`config.mk`:
```
export PLATFORM = sky130hd
export DESIGN_NAME = btn_cmd_gen
export DESIGN_NICKNAME = d
export VERILOG_FILES = /design/src/rtl/btn_cmd_gen_pkg.sv /design/src/rtl/btn_cmd_gen_debounce.sv /design/src/rtl/btn_cmd_gen.sv
export SDC_FILE = /design/constraint.sdc
export NUM_CORES = 1
export LEC_CHECK = 0
export BUFFER_PORTS_ARGS = -buffer_cell sky130_fd_sc_hd__buf_4
export CAP_MARGIN = 30
export CORE_MARGIN = 2
export CORE_UTILIZATION = 52
export DETAILED_ROUTE_END_ITERATION = 6
export PLACE_DENSITY_LB_ADDON = 0.1
export SETUP_SLACK_MARGIN = 0.15
export SLEW_MARGIN = 20
export SYNTH_ARGS = -nofsm -noshare
export SYNTH_HDL_FRONTEND = slang
export SYNTH_SLANG_ARGS = --single-unit
```
`constraint.sdc`:
```
create_clock -name clk_out -period 1.7 [get_ports clk_out]
set_input_delay 0.17 -clock clk_out [delete_from_list [all_inputs] [get_ports clk_out]]
set_output_delay 0.17 -clock clk_out [all_outputs]
set_load 0.02 [all_outputs]
```
`src/rtl/btn_cmd_gen_pkg.sv`:
```
// rtl/btn_cmd_gen_pkg.sv - shared state encoding, default parameters and clog2 for btn_cmd_gen
package btn_cmd_gen_pkg;

  localparam logic [1:0] IDLE   = 2'd0;
  localparam logic [1:0] ARM    = 2'd1;
  localparam logic [1:0] HELD   = 2'd2;
  localparam logic [1:0] DISARM = 2'd3;

  localparam int DEF_DEB_CYCLES    = 4;
  localparam int DEF_REPEAT_DELAY  = 8;
  localparam int DEF_REPEAT_PERIOD = 4;

  function automatic int clog2(input int value);
    int r;
    for (r = 0; (1 << r) < value; r++) begin
    end
    return r;
  endfunction

endpackage

```
`src/rtl/btn_cmd_gen_debounce.sv`:
```
// rtl/btn_cmd_gen_debounce.sv - per-button synchroniser, debounce FSM and repeat events
// Optional auto-repeat is built only when BTN_AUTO_REPEAT_EN is defined.
module btn_debounce
  import btn_cmd_gen_pkg::*;
#(
  parameter int DEB_CYCLES    = DEF_DEB_CYCLES,
  parameter int REPEAT_DELAY  = DEF_REPEAT_DELAY,
  parameter int REPEAT_PERIOD = DEF_REPEAT_PERIOD
) (
  input  logic clk_out,
  input  logic RESET,
  input  logic raw,
  output logic lvl,
  output logic evt
);

  localparam int CW = clog2(DEB_CYCLES + 1);
  localparam logic [CW-1:0] CNT_LAST = CW'(DEB_CYCLES - 1);

  if (DEB_CYCLES < 1 || REPEAT_DELAY < 1 || REPEAT_PERIOD < 1) begin : g_bad_cfg
    $error("btn_debounce: DEB_CYCLES, REPEAT_DELAY and REPEAT_PERIOD must be >= 1");
  end

  logic          sync1;
  logic          s;
  logic [1:0]    state;
  logic [CW-1:0] cnt;
  logic          press;

  always_ff @(posedge clk_out) begin
    if (RESET) begin
      sync1 <= 1'b0;
      s     <= 1'b0;
    end else begin
      sync1 <= raw;
      s     <= sync1;
    end
  end

  // >= rather than == so that DEB_CYCLES=1 still leaves ARM/DISARM after one cycle
  always_ff @(posedge clk_out) begin
    if (RESET) begin
      state <= IDLE;
      cnt   <= '0;
    end else begin
      case (state)
        IDLE: if (s) begin
          state <= ARM;
          cnt   <= CW'(1);
        end
        ARM: if (!s) begin
          state <= IDLE;
          cnt   <= '0;
        end else if (cnt >= CNT_LAST) begin
          state <= HELD;
          cnt   <= '0;
        end else begin
          cnt <= cnt + CW'(1);
        end
        HELD: if (!s) begin
          state <= DISARM;
          cnt   <= CW'(1);
        end
        default: if (s) begin
          state <= HELD;
          cnt   <= '0;
        end else if (cnt >= CNT_LAST) begin
          state <= IDLE;
          cnt   <= '0;
        end else begin
          cnt <= cnt + CW'(1);
        end
      endcase
    end
  end

  assign press = (state == ARM) && s && (cnt >= CNT_LAST);
  assign lvl   = state[1];

`ifdef BTN_AUTO_REPEAT_EN
  localparam int RMAX = (REPEAT_DELAY > REPEAT_PERIOD) ? REPEAT_DELAY : REPEAT_PERIOD;
  localparam int RW   = clog2(RMAX + 1);

  logic [RW-1:0] rcnt;
  logic          rep_on;
  logic          rep;

  assign rep = (state == HELD) &&
               (rep_on ? (rcnt == RW'(REPEAT_PERIOD - 1)) : (rcnt == RW'(REPEAT_DELAY - 1)));

  // Counter only advances in HELD; DISARM freezes it so a bounce back to HELD resumes the cadence
  always_ff @(posedge clk_out) begin
    if (RESET || press || state == IDLE) begin
      rcnt   <= '0;
      rep_on <= 1'b0;
    end else if (state == HELD) begin
      if (rep) begin
        rcnt   <= '0;
        rep_on <= 1'b1;
      end else begin
        rcnt <= rcnt + RW'(1);
      end
    end
  end

  assign evt = press | rep;
`else
  assign evt = press;
`endif

endmodule

```
`src/rtl/btn_cmd_gen.sv`:
```
// rtl/btn_cmd_gen.sv - debounced UP/DN command pulse generator for the LED up/down counter
// Auto-repeat of held buttons is enabled by defining BTN_AUTO_REPEAT_EN.
module btn_cmd_gen
  import btn_cmd_gen_pkg::*;
#(
  parameter int DEB_CYCLES    = DEF_DEB_CYCLES,
  parameter int REPEAT_DELAY  = DEF_REPEAT_DELAY,
  parameter int REPEAT_PERIOD = DEF_REPEAT_PERIOD
) (
  input  logic clk_out,
  input  logic RESET,
  input  logic BTN0_RAW,
  input  logic BTN1_RAW,
  output logic UP_PULSE,
  output logic DN_PULSE,
  output logic BTN0_LVL,
  output logic BTN1_LVL
);

  logic evt0;
  logic evt1;

  btn_debounce #(
    .DEB_CYCLES   (DEB_CYCLES),
    .REPEAT_DELAY (REPEAT_DELAY),
    .REPEAT_PERIOD(REPEAT_PERIOD)
  ) u_btn0 (
    .clk_out(clk_out),
    .RESET  (RESET),
    .raw    (BTN0_RAW),
    .lvl    (BTN0_LVL),
    .evt    (evt0)
  );

  btn_debounce #(
    .DEB_CYCLES   (DEB_CYCLES),
    .REPEAT_DELAY (REPEAT_DELAY),
    .REPEAT_PERIOD(REPEAT_PERIOD)
  ) u_btn1 (
    .clk_out(clk_out),
    .RESET  (RESET),
    .raw    (BTN1_RAW),
    .lvl    (BTN1_LVL),
    .evt    (evt1)
  );

  // BTN0 wins a same-cycle collision, as the counter does; the BTN1 event is dropped
  always_ff @(posedge clk_out) begin
    if (RESET) begin
      UP_PULSE <= 1'b0;
      DN_PULSE <= 1'b0;
    end else begin
      UP_PULSE <= evt0;
      DN_PULSE <= evt1 & ~evt0;
    end
  end

endmodule
```
==> impl_metrics.py, run 1 <==
metrics = {
    "grt": {
        "grt_pass1_wl_um": 3330,
        "antenna_found_initial": 0,
        "grt_usage": 0.212,
        "grt_max_degree": 21,
        "grt_pass1_vias": 765,
        "grt.overflow.total": 0,
    },
    "synth": {
        "synthSimpleGateAreaFrac": 0.214,
        "synth-edff-count": 0,
        "synth.yosys.seq_area_share": 0.322,
        "synthXorXnorAreaFrac": 0,
        "synth_cells": 103,
        "synthFlopType": "dfxtp_1",
        "synth-adder-area-share": 0.151,
        "async_flop_share": 0,
        "yosys_warnings": 0,
        "synth_compound_area_frac": 0.195,
        "syn_area_um2": 993,
        "ys_ff_latch": 16,
        "synth_mux_area_frac": 0.0516,
        "syn-num-nets": 119,
        "synth_top_family_by_area": "simple AND/OR/NAND/NOR gates",
        "synth.distinct_cells": 35,
        "postSynthAreaPerCell_um2": 9.65,
    },
    "sta": {
        "setup_violations": 0,
        "tns_ns": 0,
        "drv_slew": 0,
        "max_freq_ghz": 0.613,
        "finalCritPeriodShare": 0.959,
        "slew_headroom": 0.765,
        "hold_violations": 0,
        "tightest_slew_ns": 0.353,
        "finalWorstSetupSlack_ns": 0.0697,
        "fin_skew_ns": 0.00123,
        "period_minus_slack_ns": 1.63,
        "rsz0062_at_grt": "true",
        "whs_ns": 0.0823,
    },
    "power_and_ir_drop": {
        "ir_worst_vdd_v": 0.000409,
        "power_density_nw_per_um2": 486,
        "leakage_nw": 0.536,
    },
    "final_layout": {
        "stdcell_count": 148,
        "area_delta_synth_final_pct": 39.3,
        "multi_input_area_um2": 792,
        "fill_cells": 123,
        "antennaDiodeCount": 0,
        "regArea_um2": 343,
        "drive_gt1_frac": 0.504,
        "finalNetCount": 140,
    },
    "placement": {
        "dp_slack_ns": 0.0514,
        "gp_congestion": 0.731,
        "dp_cells": 134,
        "io_buffers": 7,
        "post-dp-hpwl_um": 1340,
    },
    "setup_path": {
        "startpoint_type": "flop",
        "crit_top_cell": "ha_4",
        "crit_type": "flop to flop",
        "cp.required_ns": 1.91,
        "critPathBufInv": 0,
        "crit_chain": "ha_4 -> ha_4 -> a211o_1 -> or3_4 -> a221oi_2",
        "cpMaxStageDelayCell": "or3_4",
        "cp_slowest_stage_delay_ns": 0.38,
        "crit_family": "compound AO/OA/AOI/OAI gates",
        "arrival_ns": 1.84,
        "crit_fanout": 3,
        "endpoint_kind": "flop",
    },
    "clock_tree": {
        "cts_hold_buffers": 0,
        "htree_levels": 1,
        "clkSinkCount": 16,
        "cts-root-buf": "clkbuf_4",
        "cts_buffer_depth": 2,
        "clock_latency_ns": 0.29,
        "cts_made_buffers": 3,
        "cts.clk_slew.worst_paths_ns": 0.10,
        "cts_tree": "done",
    },
    "floorplanning": {
        "die_w_um": 47.7,
        "dieArea_um2": 2280,
        "row_count": 15,
        "start_util": 0.563,
        "coreArea_um2": 1760,
        "die_y_um": 47.7,
        "io_pins": 8,
    },
    "detailed_routing": {
        "drc": 0,
        "first_iter_violations": 7,
        "wire_per_inst_um": 14.6,
        "antenna_left": 0,
        "drt-total-wl_um": 2160,
        "first_pass_iters": 4,
        "vias_per_cell": 5.58,
        "dr_total_vias": 826,
    },
    "job": {
        "drv_cap": 0,
    },
    "status": {
        "status": "complete, no violations",
    },
    "hold_path": {
        "hp-class": "input pin to flop",
    },
}
-- synthesized netlist by cell type, types with 2 or more instances --
master	count	area [µm²]
nor2_1	4	15.0
nor2b_1	7	43.8
o31ai_1	3	22.5
nor4bb_1	2	20.0
o32ai_1	2	17.5
ha_1	12	150
dfxtp_1	16	320
inv_1	8	30.0
o211ai_1	3	22.5
a21oi_1	5	25.0
a211oi_1	2	15.0
buf_6	2	22.5
nand2_1	3	11.3
mux2i_1	4	40.0
a211o_1	2	17.5
or3_1	2	12.5
or3b_2	4	35.0
nand2b_1	5	31.3
-- final timing paths --
kind	start	end	slack (ns)	depth (start not counted)
setup / recovery	u_btn0.cnt[0]	u_btn0.state[0]	0.07	5
hold / removal	BTN0_RAW	u_btn0.sync1	0.08	2
setup reg to reg	u_btn0.cnt[0]	u_btn0.state[0]	0.07	5
hold reg to reg	u_btn0.sync1	u_btn0.s	0.45	1
-- cells by family after synthesis --
kind of cell / Yosys count
AO/OA/AOI/OAI: 25
adder cells (fa/ha/maj): 12
buffers and inverters: 12
flip-flops: 16
multiplexers: 5
AND/OR/NAND/NOR: 33
-- power by group --
group	internal, mW	switching [mW]	total [mW]
logic	0.0374	0.0317	0.0691
clock network	0.0855	0.130	0.216
registers	0.377	0.0116	0.389
-- repair_timing --
action | in CTS | in global routing
setup buffers | 4 | 6
resized for setup | 19 | 23
setup endpoints to repair | 6 | 9
pin swaps | 1 | 6
-- layout by cell type (no fill, tap or decap), types with 4 or more instances in the layout --
| cell | n |
|---|---|
| dfxtp_4 | 5 |
| buf_4 | 19 |
| a21oi_1 | 5 |
| inv_1 | 4 |
| nand2b_1 | 5 |
| ha_4 | 9 |
| nor2b_1 | 7 |
| mux2i_1 | 4 |
| nor2_1 | 4 |
| dfxtp_1 | 8 |
-- worst register-to-register path, cell delays in order (launching register included) --
cell and delay [ns]:
dfxtp_2 0.35, ha_4 0.16, ha_4 0.15, a211o_1 0.27
or3_4 0.38, a221oi_2 0.22
-- through the flow --
step	utilization	total power [mW]	instance area, µm²
CTS	0.702	0.668	1240
finish	0.784	0.673	1380
detailed placement	0.616	0.452	1090
floorplan	-	0.439	1020
global placement	0.616	0.450	1090
global route	0.784	0.699	1380
-- metal layers --
layer  GRT usage  up-vias  part of all wire
met1       0.275      395              0.47
met2       0.344       11              0.48
met5           0        -                 0
li1            -      416                 -
met3      0.0453        4             0.030
met4      0.0811        0             0.015
-- final cells by class --
cell class	count	area share
Clock buffer	3	0.0163
Clock inverter	1	0.00271
Inverter	8	0.0271
Multi-Input combinational cell	75	0.572
Sequential cell	16	0.248
Tap cell	25	0.0226
Timing Repair Buffer	20	0.111
(Power assumes the default switching activity.)
==> run 2: changes to the inputs <==
Settings changed: CORE_ASPECT_RATIO from default to 1.5, CORE_UTILIZATION 52 to 30.
==> impl_metrics.py, run 2 (synthesis results as in run 1) <==
metrics = {
    "grt": {
        "grt.overflow.total": 0,
        "grt_pass1_vias": 813,
        "antenna_found_initial": 0,
        "grt_usage": 0.120,
        "grt_max_degree": 21,
        "grt_pass1_wl_um": 3450,
    },
    "sta": {
        "finalCritPeriodShare": 0.993,
        "fin_skew_ns": 0.00202,
        "finalWorstSetupSlack_ns": 0.0117,
        "slew_headroom": 0.731,
        "drv_slew": 0,
        "tns_ns": 0,
        "max_freq_ghz": 0.592,
        "setup_violations": 0,
        "period_minus_slack_ns": 1.69,
        "hold_violations": 0,
        "rsz0062_at_grt": "true",
        "tightest_slew_ns": 0.401,
    },
    "setup_path": {
        "rrSetupSlack_ns": 0.01,
        "startpoint": "u_btn0.cnt[0]",
        "timing.rr.end": "u_btn0.state[0]",
        "cp.depth": 5,
        "crit_family": "compound AO/OA/AOI/OAI gates",
        "arrival_ns": 1.85,
        "startpoint_type": "flop",
        "cp_slowest_stage_delay_ns": 0.40,
        "cpMaxStageDelayCell": "or3_4",
        "critPathBufInv": 0,
        "endpoint_kind": "flop",
        "crit-reg2reg-launch": "u_btn0.cnt[0]",
        "reg2reg_depth": 5,
        "crit_fanout": 4,
        "endpoint": "u_btn0.state[0]",
        "crit_top_cell": "ha_4",
        "crit_type": "flop to flop",
        "crit_chain": "ha_4 -> ha_4 -> a211o_1 -> or3_4 -> a221oi_2",
        "cp.required_ns": 1.86,
    },
    "floorplanning": {
        "start_util": 0.314,
        "coreArea_um2": 3160,
        "io_pins": 8,
        "die_y_um": 74.5,
        "die_w_um": 51.0,
        "row_count": 25,
        "dieArea_um2": 3800,
    },
    "final_layout": {
        "antennaDiodeCount": 0,
        "fin_area_um2": 1340,
        "utilization": 0.425,
        "drive_gt1_frac": 0.459,
        "area_delta_synth_final_pct": 35.3,
        "finalNetCount": 139,
        "final_cell_mix": "buf_4, dfxtp_1, nor2b_1, ha_4, dfxtp_2",
        "final_common_cell": "buf_4",
    },
    "detailed_routing": {
        "wire_per_inst_um": 12.6,
        "dr_total_vias": 820,
        "drc": 0,
        "vias_per_cell": 5.06,
        "first_pass_iters": 4,
        "drt-total-wl_um": 2050,
        "antenna_left": 0,
        "first_iter_violations": 15,
    },
    "power_and_ir_drop": {
        "pwr-share-comb": 0.084,
        "p_int_mw": 0.621,
        "power_mw": 0.781,
        "leakage_nw": 0.544,
        "seq_power_share": 0.499,
        "power_density_nw_per_um2": 581,
        "p_switching_mw": 0.160,
        "pwr-share-clk": 0.417,
        "switching_share": 0.205,
        "ir_worst_vdd_v": 0.000294,
    },
    "clock_tree": {
        "cts_buffer_depth": 2,
        "clkSinkCount": 16,
        "cts-root-buf": "clkbuf_8",
        "cts_tree": "done",
        "htree_levels": 1,
        "cts_made_buffers": 3,
        "clock_latency_ns": 0.24,
        "cts.clk_slew.worst_paths_ns": 0.06,
    },
    "placement": {
        "dp_slack_ns": 0.0611,
        "io_buffers": 7,
        "post-dp-hpwl_um": 1520,
        "place_area_um2": 1140,
        "gp_congestion": 0.736,
    },
    "hold_path": {
        "hp-class": "input pin to flop",
    },
    "status": {
        "status": "complete, no violations",
    },
    "job": {
        "drv_cap": 0,
    },
}
[run 2: routing by layer]
metal	track usage	share of wire	vias to the layer above
met2	0.225	0.53	9
li1	-	-	413
met4	0.0781	0.030	0
met1	0.120	0.41	392
met3	0.0201	0.024	6
met5	0	0	-
[run 2: per-stage QoR]
stage                     std cells  hold slack, ns
after floorplan                 103           0.298
after global placement          154           0.379
after detailed placement        154           0.390
after CTS                       159           0.130
after global routing            162           0.131
final                           162           0.135
[run 2: what timing repair did]
item | in CTS | in global routing
hold buffers | 0 | 0
pin swaps | 1 | 6
gates resized for setup | 6 | 19
setup buffers | 1 | 3
setup endpoints to repair | 6 | 8
[run 2: power by group through the flow]
stage          registers, mW  logic, mW  clock network (mW)
3_3_place_gp           0.397     0.0586                   0
3_5_place_dp           0.396     0.0592                   0
5_1_grt                0.390     0.0729               0.364
4_1_cts                0.388     0.0619               0.344
2_1_floorplan          0.394     0.0456                   0
6_report               0.390     0.0654               0.326
[run 2: worst min-delay path by stage]
| stage | depth (start not counted) | end | slack, ns | from |
|---|---|---|---|---|
| floorplan | 1 | u_btn1.sync1 | 0.30 | BTN1_RAW |
| global placement | 2 | u_btn0.sync1 | 0.38 | BTN0_RAW |
| global route | 2 | u_btn1.sync1 | 0.13 | BTN1_RAW |
| finish | 2 | u_btn0.sync1 | 0.13 | BTN0_RAW |
| detailed placement | 2 | u_btn0.sync1 | 0.39 | BTN0_RAW |
| CTS | 2 | u_btn0.sync1 | 0.13 | BTN0_RAW |
[run 2: area by class of cell]
| class | count | area (µm²) |
|---|---|---|
| fill | 313 | 1820 |
| multi-input combinational | 75 | 729 |
| sequential | 16 | 337 |
| timing repair buffer | 19 | 143 |
| clock buffer | 4 | 55.1 |
| tap | 40 | 50.0 |
| inverter | 8 | 30.0 |
[run 2: worst register-to-register path, stage by stage (launching register included)]
cell,delay [ns]
dfxtp_2,0.33
ha_4,0.16
ha_4,0.15
a211o_1,0.32
or3_4,0.40
a221oi_2,0.25
==> run 3: changes to the inputs <==
Settings changed: CTS_BUF_LIST from default to sky130_fd_sc_hd__clkbuf_16.
Clock period 1.7 ns to 2.1 ns, I/O delays scaled along.
==> impl_metrics.py, run 3 (synthesis results as in run 1) <==
metrics = {
    "grt": {
        "grt_pass1_wl_um": 3110,
        "grt_pass1_vias": 699,
        "grt.overflow.total": 0,
        "antenna_found_initial": 0,
        "grt_usage": 0.108,
        "grt_max_degree": 21,
    },
    "setup_path": {
        "crit_family": "compound AO/OA/AOI/OAI gates",
        "cp_slowest_stage_delay_ns": 0.39,
        "startpoint_type": "flop",
        "crit_fanout": 6,
        "critPathBufInv": 0,
        "endpoint_kind": "flop",
        "cp.required_ns": 2.26,
        "crit_chain": "ha_1 -> ha_1 -> a211o_1 -> or3_1 -> a221oi_2",
        "crit_top_cell": "ha_1",
        "arrival_ns": 1.99,
        "cpMaxStageDelayCell": "or3_1",
        "crit_type": "flop to flop",
    },
    "clock_tree": {
        "cts.repair.resized": 0,
        "cts_buffer_depth": 2,
        "htree_levels": 1,
        "cts_tree": "done",
        "cts_hold_buffers": 0,
        "clkSinkCount": 16,
        "cts-root-buf": "clkbuf_16",
        "cts_made_buffers": 3,
        "cts_setup_buffers": 0,
        "cts.clk_slew.worst_paths_ns": 0.05,
        "clock_latency_ns": 0.24,
    },
    "sta": {
        "max_freq_ghz": 0.544,
        "finalWorstSetupSlack_ns": 0.263,
        "tightest_slew_ns": 0.482,
        "rsz0062_at_grt": "false",
        "fin_skew_ns": 0.00345,
        "slew_headroom": 0.675,
        "tns_ns": 0,
        "period_minus_slack_ns": 1.84,
        "drv_slew": 0,
        "finalCritPeriodShare": 0.875,
        "hold_violations": 0,
        "setup_violations": 0,
    },
    "placement": {
        "gp_congestion": 0.773,
        "io_buffers": 7,
        "post-dp-hpwl_um": 1390,
        "dp_slack_ns": 0.272,
    },
    "power_and_ir_drop": {
        "power_density_nw_per_um2": 636,
        "leakage_nw": 0.491,
        "ir_worst_vdd_v": 0.000352,
    },
    "detailed_routing": {
        "antenna_left": 0,
        "drc": 0,
        "first_iter_violations": 18,
        "wire_per_inst_um": 12.0,
        "drt-total-wl_um": 1800,
        "dr_total_vias": 747,
        "first_pass_iters": 4,
        "vias_per_cell": 4.98,
    },
    "floorplanning": {
        "die_y_um": 74.5,
        "row_count": 25,
        "die_w_um": 51.0,
        "dieArea_um2": 3800,
        "coreArea_um2": 3160,
        "io_pins": 8,
        "start_util": 0.314,
    },
    "job": {
        "drv_cap": 0,
    },
    "final_layout": {
        "final_common_cell": "dfxtp_1",
        "final_cell_mix": "dfxtp_1, ha_1, inv_1, nor2b_1, buf_4",
        "antennaDiodeCount": 0,
        "fill_cells": 337,
        "finalNetCount": 127,
        "area_delta_synth_final_pct": 14.7,
        "drive_gt1_frac": 0.164,
    },
    "hold_path": {
        "hp-class": "input pin to flop",
    },
    "status": {
        "status": "complete, no violations",
    },
}
run 3: area by class of cell:
| class | count | area [µm²] | area share |
|---|---|---|---|
| Sequential cell | 16 | 320 | 0.281 |
| Multi-Input combinational cell | 75 | 608 | 0.533 |
| Clock inverter | 1 | 3.75 | 0.00329 |
| Inverter | 8 | 30.0 | 0.0263 |
| Clock buffer | 3 | 75.1 | 0.0659 |
| Tap cell | 40 | 50.0 | 0.0439 |
| Timing Repair Buffer | 7 | 52.6 | 0.0461 |
run 3: power breakdown:
part           switching, mW  internal, mW
combinational         0.0183        0.0202
sequential           0.00854         0.311
clock                  0.115         0.252
total                  0.142         0.583
run 3: worst paths after layout:
kind                       from         endpoint  slack, ns  cells after the start
setup / recovery  u_btn0.cnt[0]  u_btn0.state[0]       0.26                      5
hold / removal         BTN0_RAW     u_btn0.sync1       0.18                      2
setup reg to reg  u_btn0.cnt[0]  u_btn0.state[0]       0.26                      5
hold reg to reg    u_btn1.sync1         u_btn1.s       0.43                      1
run 3: layer usage:
layer	wire, µm	vias to the layer above	GRT usage	part of all wire
met1	789	350	0.114	0.44
met4	31	0	0.0721	0.017
met3	30	4	0.0181	0.017
met5	0	-	0	0
li1	-	387	-	-
met2	948	6	0.195	0.53
run 3: per-stage QoR:
| step | power (mW) | instances | utilization | hold slack, ns | cell area, µm² |
|---|---|---|---|---|---|
| 4_1_cts | 0.734 | 150 | 0.361 | 0.178 | 1140 |
| 3_3_place_gp | 0.364 | 146 | 0.336 | 0.420 | 1060 |
| 5_1_grt | 0.754 | 150 | 0.361 | 0.176 | 1140 |
| 6_report | 0.725 | 150 | 0.361 | 0.177 | 1140 |
| 2_1_floorplan | 0.357 | 103 | - | 0.338 | 993 |
| 3_5_place_dp | 0.364 | 146 | 0.336 | 0.423 | 1060 |
